`src/rtl/tnoc_flit_pkg.sv`:
```
// Shared types, width helpers and packet classification for the flit serializer.
// Header layout, MSB first: {type, dest{y,x}, src{y,x}, vc, tag, length, routing, invalid_dest, tail}.
package tnoc_flit_pkg;

  typedef enum logic [7:0] {
    TNOC_INVALID            = 8'h00,
    TNOC_READ               = 8'h10,
    TNOC_RESPONSE           = 8'h20,
    TNOC_POSTED_WRITE       = 8'h40,
    TNOC_NON_POSTED_WRITE   = 8'h41,
    TNOC_RESPONSE_WITH_DATA = 8'h60
  } tnoc_packet_type;

  typedef enum logic {
    TNOC_HEADER_FLIT  = 1'b0,
    TNOC_PAYLOAD_FLIT = 1'b1
  } tnoc_flit_type;

  typedef enum logic [1:0] {
    ST_IDLE,
    ST_PAYLOAD,
    ST_DRAIN
  } tnoc_serializer_state;

  localparam int PACKET_TYPE_WIDTH   = 8;
  localparam int ROUTING_WIDTH       = 1;
  localparam int INVALID_DEST_WIDTH  = 1;
  localparam int STATUS_WIDTH        = 2;
  localparam int LOWER_ADDRESS_WIDTH = 7;
  localparam int LAST_RESPONSE_WIDTH = 1;
  // Response tail {status, lower_address, last_response} sits LSB-aligned in the tail field
  localparam int RESPONSE_TAIL_WIDTH = STATUS_WIDTH + LOWER_ADDRESS_WIDTH + LAST_RESPONSE_WIDTH;

  function automatic int tnoc_max(input int a, input int b);
    return (a > b) ? a : b;
  endfunction

  function automatic int common_header_width(input int x_width, input int y_width,
                                             input int vc_width, input int tag_width,
                                             input int length_width);
    return PACKET_TYPE_WIDTH + 2 * (x_width + y_width) + vc_width + tag_width
           + length_width + ROUTING_WIDTH + INVALID_DEST_WIDTH;
  endfunction

  function automatic logic has_payload(input logic [PACKET_TYPE_WIDTH-1:0] packet_type);
    return packet_type[6];
  endfunction

endpackage

```
`src/rtl/tnoc_flit_slice.sv`:
```
// One-entry valid/ready holding register; data only moves when the slot is empty or draining.
module tnoc_flit_slice #(
  parameter int WIDTH = 8
) (
  input  logic             i_clk,
  input  logic             i_rst,
  input  logic             i_valid,
  output logic             o_ready,
  input  logic [WIDTH-1:0] i_data,
  output logic             o_valid,
  input  logic             i_ready,
  output logic [WIDTH-1:0] o_data
);

  logic             r_valid;
  logic [WIDTH-1:0] r_data;

  assign o_ready = !r_valid || i_ready;
  assign o_valid = r_valid;
  assign o_data  = r_data;

  always_ff @(posedge i_clk) begin
    if (i_rst) begin
      r_valid <= 1'b0;
      r_data  <= '0;
    end else if (o_ready) begin
      r_valid <= i_valid;
      if (i_valid) begin
        r_data <= i_data;
      end
    end
  end

endmodule

```
`src/rtl/tnoc_flit_serializer.sv`:
```
// Turns a header plus payload beats into head/payload/tail flits, policing the beat count
// against the header length and discarding surplus beats.
module tnoc_flit_serializer
  import tnoc_flit_pkg::*;
#(
  parameter int ID_X_WIDTH    = 2,
  parameter int ID_Y_WIDTH    = 2,
  parameter int VCS           = 2,
  parameter int TAG_WIDTH     = 4,
  parameter int LENGTH_WIDTH  = 4,
  parameter int ADDRESS_WIDTH = 32,
  parameter int DATA_WIDTH    = 64,
  localparam int VC_WIDTH        = (VCS > 1) ? $clog2(VCS) : 1,
  localparam int COMMON_WIDTH    = common_header_width(ID_X_WIDTH, ID_Y_WIDTH, VC_WIDTH,
                                                       TAG_WIDTH, LENGTH_WIDTH),
  localparam int TAIL_WIDTH      = tnoc_max(ADDRESS_WIDTH, RESPONSE_TAIL_WIDTH),
  localparam int HEADER_WIDTH    = COMMON_WIDTH + TAIL_WIDTH,
  localparam int PAYLOAD_WIDTH   = DATA_WIDTH + DATA_WIDTH / 8,
  localparam int FLIT_DATA_WIDTH = tnoc_max(HEADER_WIDTH, PAYLOAD_WIDTH),
  localparam int FLIT_WIDTH      = FLIT_DATA_WIDTH + 3
) (
  input  logic                     i_clk,
  input  logic                     i_rst,
  input  logic                     i_header_valid,
  output logic                     o_header_ready,
  input  logic [HEADER_WIDTH-1:0]  i_header,
  input  logic                     i_payload_valid,
  output logic                     o_payload_ready,
  input  logic [PAYLOAD_WIDTH-1:0] i_payload,
  input  logic                     i_payload_last,
  output logic                     o_flit_valid,
  input  logic                     i_flit_ready,
  output logic [FLIT_WIDTH-1:0]    o_flit,
  output logic [VC_WIDTH-1:0]      o_flit_vc,
  output logic                     o_error
);

  localparam int LENGTH_LSB = TAIL_WIDTH + ROUTING_WIDTH + INVALID_DEST_WIDTH;
  localparam int VC_LSB     = LENGTH_LSB + LENGTH_WIDTH + TAG_WIDTH;

  tnoc_serializer_state r_state, w_next_state;
  logic [LENGTH_WIDTH:0]  r_count, w_count_next, r_length, w_length_next, w_beat;
  logic [VC_WIDTH-1:0]    r_vc, w_vc;
  logic                   r_error, w_error;

  logic [PACKET_TYPE_WIDTH-1:0] w_hdr_type;
  logic [LENGTH_WIDTH-1:0]      w_hdr_length;
  logic [VC_WIDTH-1:0]          w_hdr_vc;
  logic                         w_slot_ready, w_slice_valid, w_last_beat;
  logic                         w_header_ready, w_payload_ready;
  tnoc_flit_type                w_flit_type;
  logic                         w_head, w_tail;
  logic [FLIT_DATA_WIDTH-1:0]   w_data;

  assign w_hdr_type   = i_header[HEADER_WIDTH-1 -: PACKET_TYPE_WIDTH];
  assign w_hdr_length = i_header[LENGTH_LSB +: LENGTH_WIDTH];
  assign w_hdr_vc     = i_header[VC_LSB +: VC_WIDTH];

  always_comb begin
    w_next_state    = r_state;
    w_count_next    = r_count;
    w_length_next   = r_length;
    w_vc            = r_vc;
    w_error         = 1'b0;
    w_slice_valid   = 1'b0;
    w_flit_type     = TNOC_HEADER_FLIT;
    w_head          = 1'b0;
    w_tail          = 1'b0;
    w_data          = '0;
    w_header_ready  = 1'b0;
    w_payload_ready = 1'b0;
    w_beat          = r_count + 1'b1;
    w_last_beat     = (w_beat == r_length);
    case (r_state)
      ST_IDLE: begin
        w_header_ready = w_slot_ready;
        if (i_header_valid && w_slot_ready) begin
          w_slice_valid = 1'b1;
          w_head        = 1'b1;
          w_tail        = !has_payload(w_hdr_type);
          w_data        = FLIT_DATA_WIDTH'(i_header);
          w_vc          = w_hdr_vc;
          w_count_next  = '0;
          // length 0 means 2^LENGTH_WIDTH: the extra MSB becomes 1
          w_length_next = {(w_hdr_length == '0), w_hdr_length};
          if (has_payload(w_hdr_type)) begin
            w_next_state = ST_PAYLOAD;
          end
        end
      end
      ST_PAYLOAD: begin
        w_payload_ready = w_slot_ready;
        if (i_payload_valid && w_slot_ready) begin
          w_slice_valid = 1'b1;
          w_flit_type   = TNOC_PAYLOAD_FLIT;
          w_tail        = w_last_beat || i_payload_last;
          w_data        = FLIT_DATA_WIDTH'(i_payload);
          w_count_next  = w_beat;
          w_error       = (w_last_beat != i_payload_last);
          if (i_payload_last) begin
            w_next_state = ST_IDLE;
          end else if (w_last_beat) begin
            w_next_state = ST_DRAIN;
          end
        end
      end
      ST_DRAIN: begin
        w_payload_ready = 1'b1;
        if (i_payload_valid && i_payload_last) begin
          w_next_state = ST_IDLE;
        end
      end
      default: w_next_state = ST_IDLE;
    endcase
  end

  always_ff @(posedge i_clk) begin
    if (i_rst) begin
      r_state  <= ST_IDLE;
      r_count  <= '0;
      r_length <= '0;
      r_vc     <= '0;
      r_error  <= 1'b0;
    end else begin
      r_state  <= w_next_state;
      r_count  <= w_count_next;
      r_length <= w_length_next;
      r_vc     <= w_vc;
      r_error  <= w_error;
    end
  end

  assign o_header_ready  = w_header_ready && !i_rst;
  assign o_payload_ready = w_payload_ready && !i_rst;
  assign o_error         = r_error;

  tnoc_flit_slice #(
    .WIDTH (VC_WIDTH + FLIT_WIDTH)
  ) u_slice (
    .i_clk   (i_clk),
    .i_rst   (i_rst),
    .i_valid (w_slice_valid),
    .o_ready (w_slot_ready),
    .i_data  ({w_vc, w_flit_type, w_head, w_tail, w_data}),
    .o_valid (o_flit_valid),
    .i_ready (i_flit_ready),
    .o_data  ({o_flit_vc, o_flit})
  );

endmodule

```
`config.mk`:
```
export PLATFORM = sky130hd
export DESIGN_NAME = tnoc_flit_serializer
export DESIGN_NICKNAME = d
export VERILOG_FILES = /design/src/rtl/tnoc_flit_pkg.sv /design/src/rtl/tnoc_flit_slice.sv /design/src/rtl/tnoc_flit_serializer.sv
export SDC_FILE = /design/constraint.sdc
export NUM_CORES = 1
export LEC_CHECK = 0
export ABC_AREA = 1
export CORE_MARGIN = 4
export CORE_UTILIZATION = 35
export CTS_CLUSTER_SIZE = 40
export DETAILED_ROUTE_END_ITERATION = 6
export PLACE_DENSITY = 0.8
export SYNTH_ARGS = -nofsm -noshare
export SYNTH_HDL_FRONTEND = slang
export SYNTH_SLANG_ARGS = --single-unit
```
`constraint.sdc`:
```
create_clock -name i_clk -period 2.25 [get_ports i_clk]
set_input_delay 0.45 -clock i_clk [delete_from_list [all_inputs] [get_ports i_clk]]
set_output_delay 0.45 -clock i_clk [all_outputs]
set_load 0.02 [all_outputs]
```
==> out/qor.csv <==
stage;metric;value;unit
drt;routedWlPerCell;12.4;µm
sta;tns;0;ps
drt;drcViolationCount;0;
die;die_w;118;µm
placed_design;place_congestion;0.839;
job;maxCapViolCount;0;
drt;via_count;4508;
clock_tree;cts_setup_buffers;0;
final_layout;final_util;0.570;
sta;hold_viol;0;
sta;rsz0062_at_grt;no;
sta;worst_pin_slew;907;ps
sta;setup_viol;0;
worst_setup_path;crit_family;buffers and inverters;
die;initial_core_util;0.356;
synthesis;ys.flop_type;dfxtp_1;
sta;skew;6.49;ps
sta;relSlewSlack;0.395;
final_layout;drive_gt1_frac;0.0396;
final_layout;nNetsFinal;996;
worst_setup_path;r2r_cells;15;
worst_setup_path;required;1800;ps
placed_design;port_buffers;216;
worst_setup_path;reg2reg_slack;260;ps
worst_setup_path;path_class;in2out;
placed_design;dp_hpwl;9210;µm
sta;setup_slack;217;ps
pwr;power.leakage;2.88;nW
clock_tree;cts-resized-gates;2;
global_routing;grt_usage;0.175;
global_routing;grt_pass1_vias;4177;
synthesis;synth_most_common_cell;nand2_1;
global_routing;grt_start_max_net_pins;87;
sta;period_share;0.904;
synthesis;synthesis.area;0.00426;mm²
worst_setup_path;worstSetupStartpoint;i_flit_ready;
worst_hold_path;hold_class;in2reg;
worst_setup_path;setup.worst_path.start_class;primary input;
final_layout;antenna_cells;0;
sta;drv_slew;0;
clock_tree;cts-root-buf;clkbuf_16;
worst_setup_path;crit_top_cell;inv_1;
synthesis;ys_async_sr_fraction;0;
die;fp.dieH;118;µm
worst_setup_path;max_stage_delay;460;ps
clock_tree;postCtsHoldBufs;0;
clock_tree;cts_tree;yes;
worst_setup_path;critPathMaxFanout;3;
die;ioPinCount;217;
worst_hold_path;whs_path_depth;2;
sta;clock.fmax;492;MHz
pwr;ir_drop;495;µV
sta;finalCriticalPeriod;2030;ps
worst_setup_path;rr_startpoint;r_count[1]$_SDFFE_PP0P_;
worst_hold_path;worstHoldStart;i_rst;
synthesis;syn_area_per_cell;6.57;µm²
clock_tree;clock_latency;330;ps
worst_setup_path;worstPathArrival;1580;ps
clock_tree;h-tree-depth;3;
worst_setup_path;critical_path.endpoint_type;output pin;
placed_design;place_ws;-76.0;ps
die;rows;40;
worst_setup_path;crit_slowest_cell;clkdlybuf4s50_1;
clock_tree;clk_pin_slew;60;ps
clock_tree;cts_buffer_depth;2;
global_routing;grt_pass1_wl;20100;µm
worst_setup_path;cp.depth;6;
drt;ant_nets;0;
drt;drt_iter0_markers;296;
global_routing;grt.overflow.total;0;
worst_setup_path;cp_num_buf_inv;4;
synthesis;synth_edf_count;0;
synthesis;synth_top_area_frac;0.428;
synthesis;yosys_warnings;0;
synthesis;synth_area_leader_cell;dfxtp_1;
outcome;outcome;finished clean;
worst_setup_path;path_cells;clkdlybuf4s50_1 -> inv_1 -> nand2_4 -> inv_1 -> nor3_1 -> dlygate4sd2_1;
final_layout;area.growth.synth_to_final;59.9;%
synthesis;synth_seq_cells;91;
die;die_area;0.0140;mm²
drt;drt_wl_total;12500;µm
synthesis;synthDistinctLibCells;22;
drt;first_pass_iters;4;
synthesis;synth_nets;790;
worst_setup_path;regToRegEndpoint;r_state[0]$_SDFFE_PP0P_;
clock_tree;clock-sinks;91;
die;core_area;0.0120;mm²
synthesis;synth_area_leaders;dfxtp_1, nand2_1, a21oi_1;
synthesis;ys_seq_area_frac;0.428;
clock_tree;cts_buffers;9;
synthesis;synth_common_cells;nand2_1, dfxtp_1, a21oi_1, inv_1, nor2_1;
pwr;power_density;1010;mW/mm²
synthesis;synth_cells;648;
drt;vias_per_cell;4.48;
final_layout;n_fill_cell;1138;
worst_hold_path;holdPathEnd;r_state[1]$_SDFFE_PP0P_;
global_routing;antenna_found_initial;0;
[cell families after synthesis]
kind of cell | count (synthesis) | synth area share
and+or+nand+nor | 345 | 0.320
buffers and inverters | 114 | 0.127
AOI/OAI and AO/OA | 92 | 0.109
DFF | 91 | 0.428
adders and majority gates | 5 | 0.0147
xor gates and xnor gates | 1 | 0.00206
[placed cells by master (no fill, tap or decap), types with 2 or more instances in the layout]
cell | Yosys | final
a21oi_1 | 86 | 86
clkinv_2 | 0 | 2
nand3_1 | 11 | 11
ha_1 | 5 | 4
o21ai_0 | 5 | 5
inv_2 | 2 | 2
clkdlybuf4s50_1 | 0 | 213
nand2_1 | 306 | 306
nand4_1 | 4 | 4
buf_12 | 0 | 6
dlygate4sd2_1 | 0 | 2
clkbuf_1 | 9 | 3
clkbuf_16 | 0 | 9
nand3_4 | 2 | 2
nor2_1 | 18 | 17
clkbuf_8 | 0 | 2
buf_4 | 1 | 5
inv_1 | 79 | 79
dfxtp_1 | 91 | 91
[worst max path at each step]
stage	endpoint
after floorplan	r_state[0]$_SDFFE_PP0P_
after global placement	o_header_ready
after detailed placement	o_header_ready
after CTS	o_header_ready
after global routing	r_state[1]$_SDFFE_PP0P_
final	o_header_ready
[metal layers]
metal | up-vias | track usage | share of wire
li1 | 2381 | - | -
met1 | 1973 | 0.206 | 0.43
met2 | 137 | 0.292 | 0.47
met3 | 17 | 0.0579 | 0.080
met4 | 0 | 0.0703 | 0.020
met5 | - | 0 | 0
[flip-flops by register name (all words and copies together), names as in the netlist]
register / cells
r_count: 5
r_vc: 1
u_slice.o_data: 76
r_state: 2
o_error: 1
r_length: 5
u_slice.o_valid: 1
[metrics by stage]
step	power (mW)	std cells	hold WS, ps	instance area, µm²
after floorplan	4.29	648	453	4260
after global placement	5.53	990	447	6530
after detailed placement	5.57	990	454	6530
after CTS	6.99	1006	341	6800
after global routing	7.44	1006	365	6810
final	6.90	1006	346	6810
[worst register-to-register path, cell delays in order (launching register included)]
cell and delay [ps]:
dfxtp_1 350, ha_4 290, inv_1 50, nand2_1 50
o21ai_0 70, nor2_1 80, nand3_1 70, nor2_1 80
nand3_1 100, ha_1 210, nand2_1 60, nand2_1 60
nor2_2 140, nand3_1 120, nand2_1 90, a21oi_1 70
[power breakdown]
group / switching [mW] / internal [mW]
clock: 0.583 / 0.807
sequential: 0.185 / 1.99
combinational: 1.88 / 1.45
[cell type report]
cell class / count / area (µm²) / area share
Clock buffer: 14 / 264 / 0.0388
Multi-Input combinational cell: 443 / 1910 / 0.280
Tap cell: 147 / 184 / 0.0270
Clock inverter: 2 / 10.0 / 0.00147
Inverter: 82 / 310 / 0.0455
Timing Repair Buffer: 227 / 2310 / 0.339
Sequential cell: 91 / 1820 / 0.267
Power figures use the tool's default switching activity.
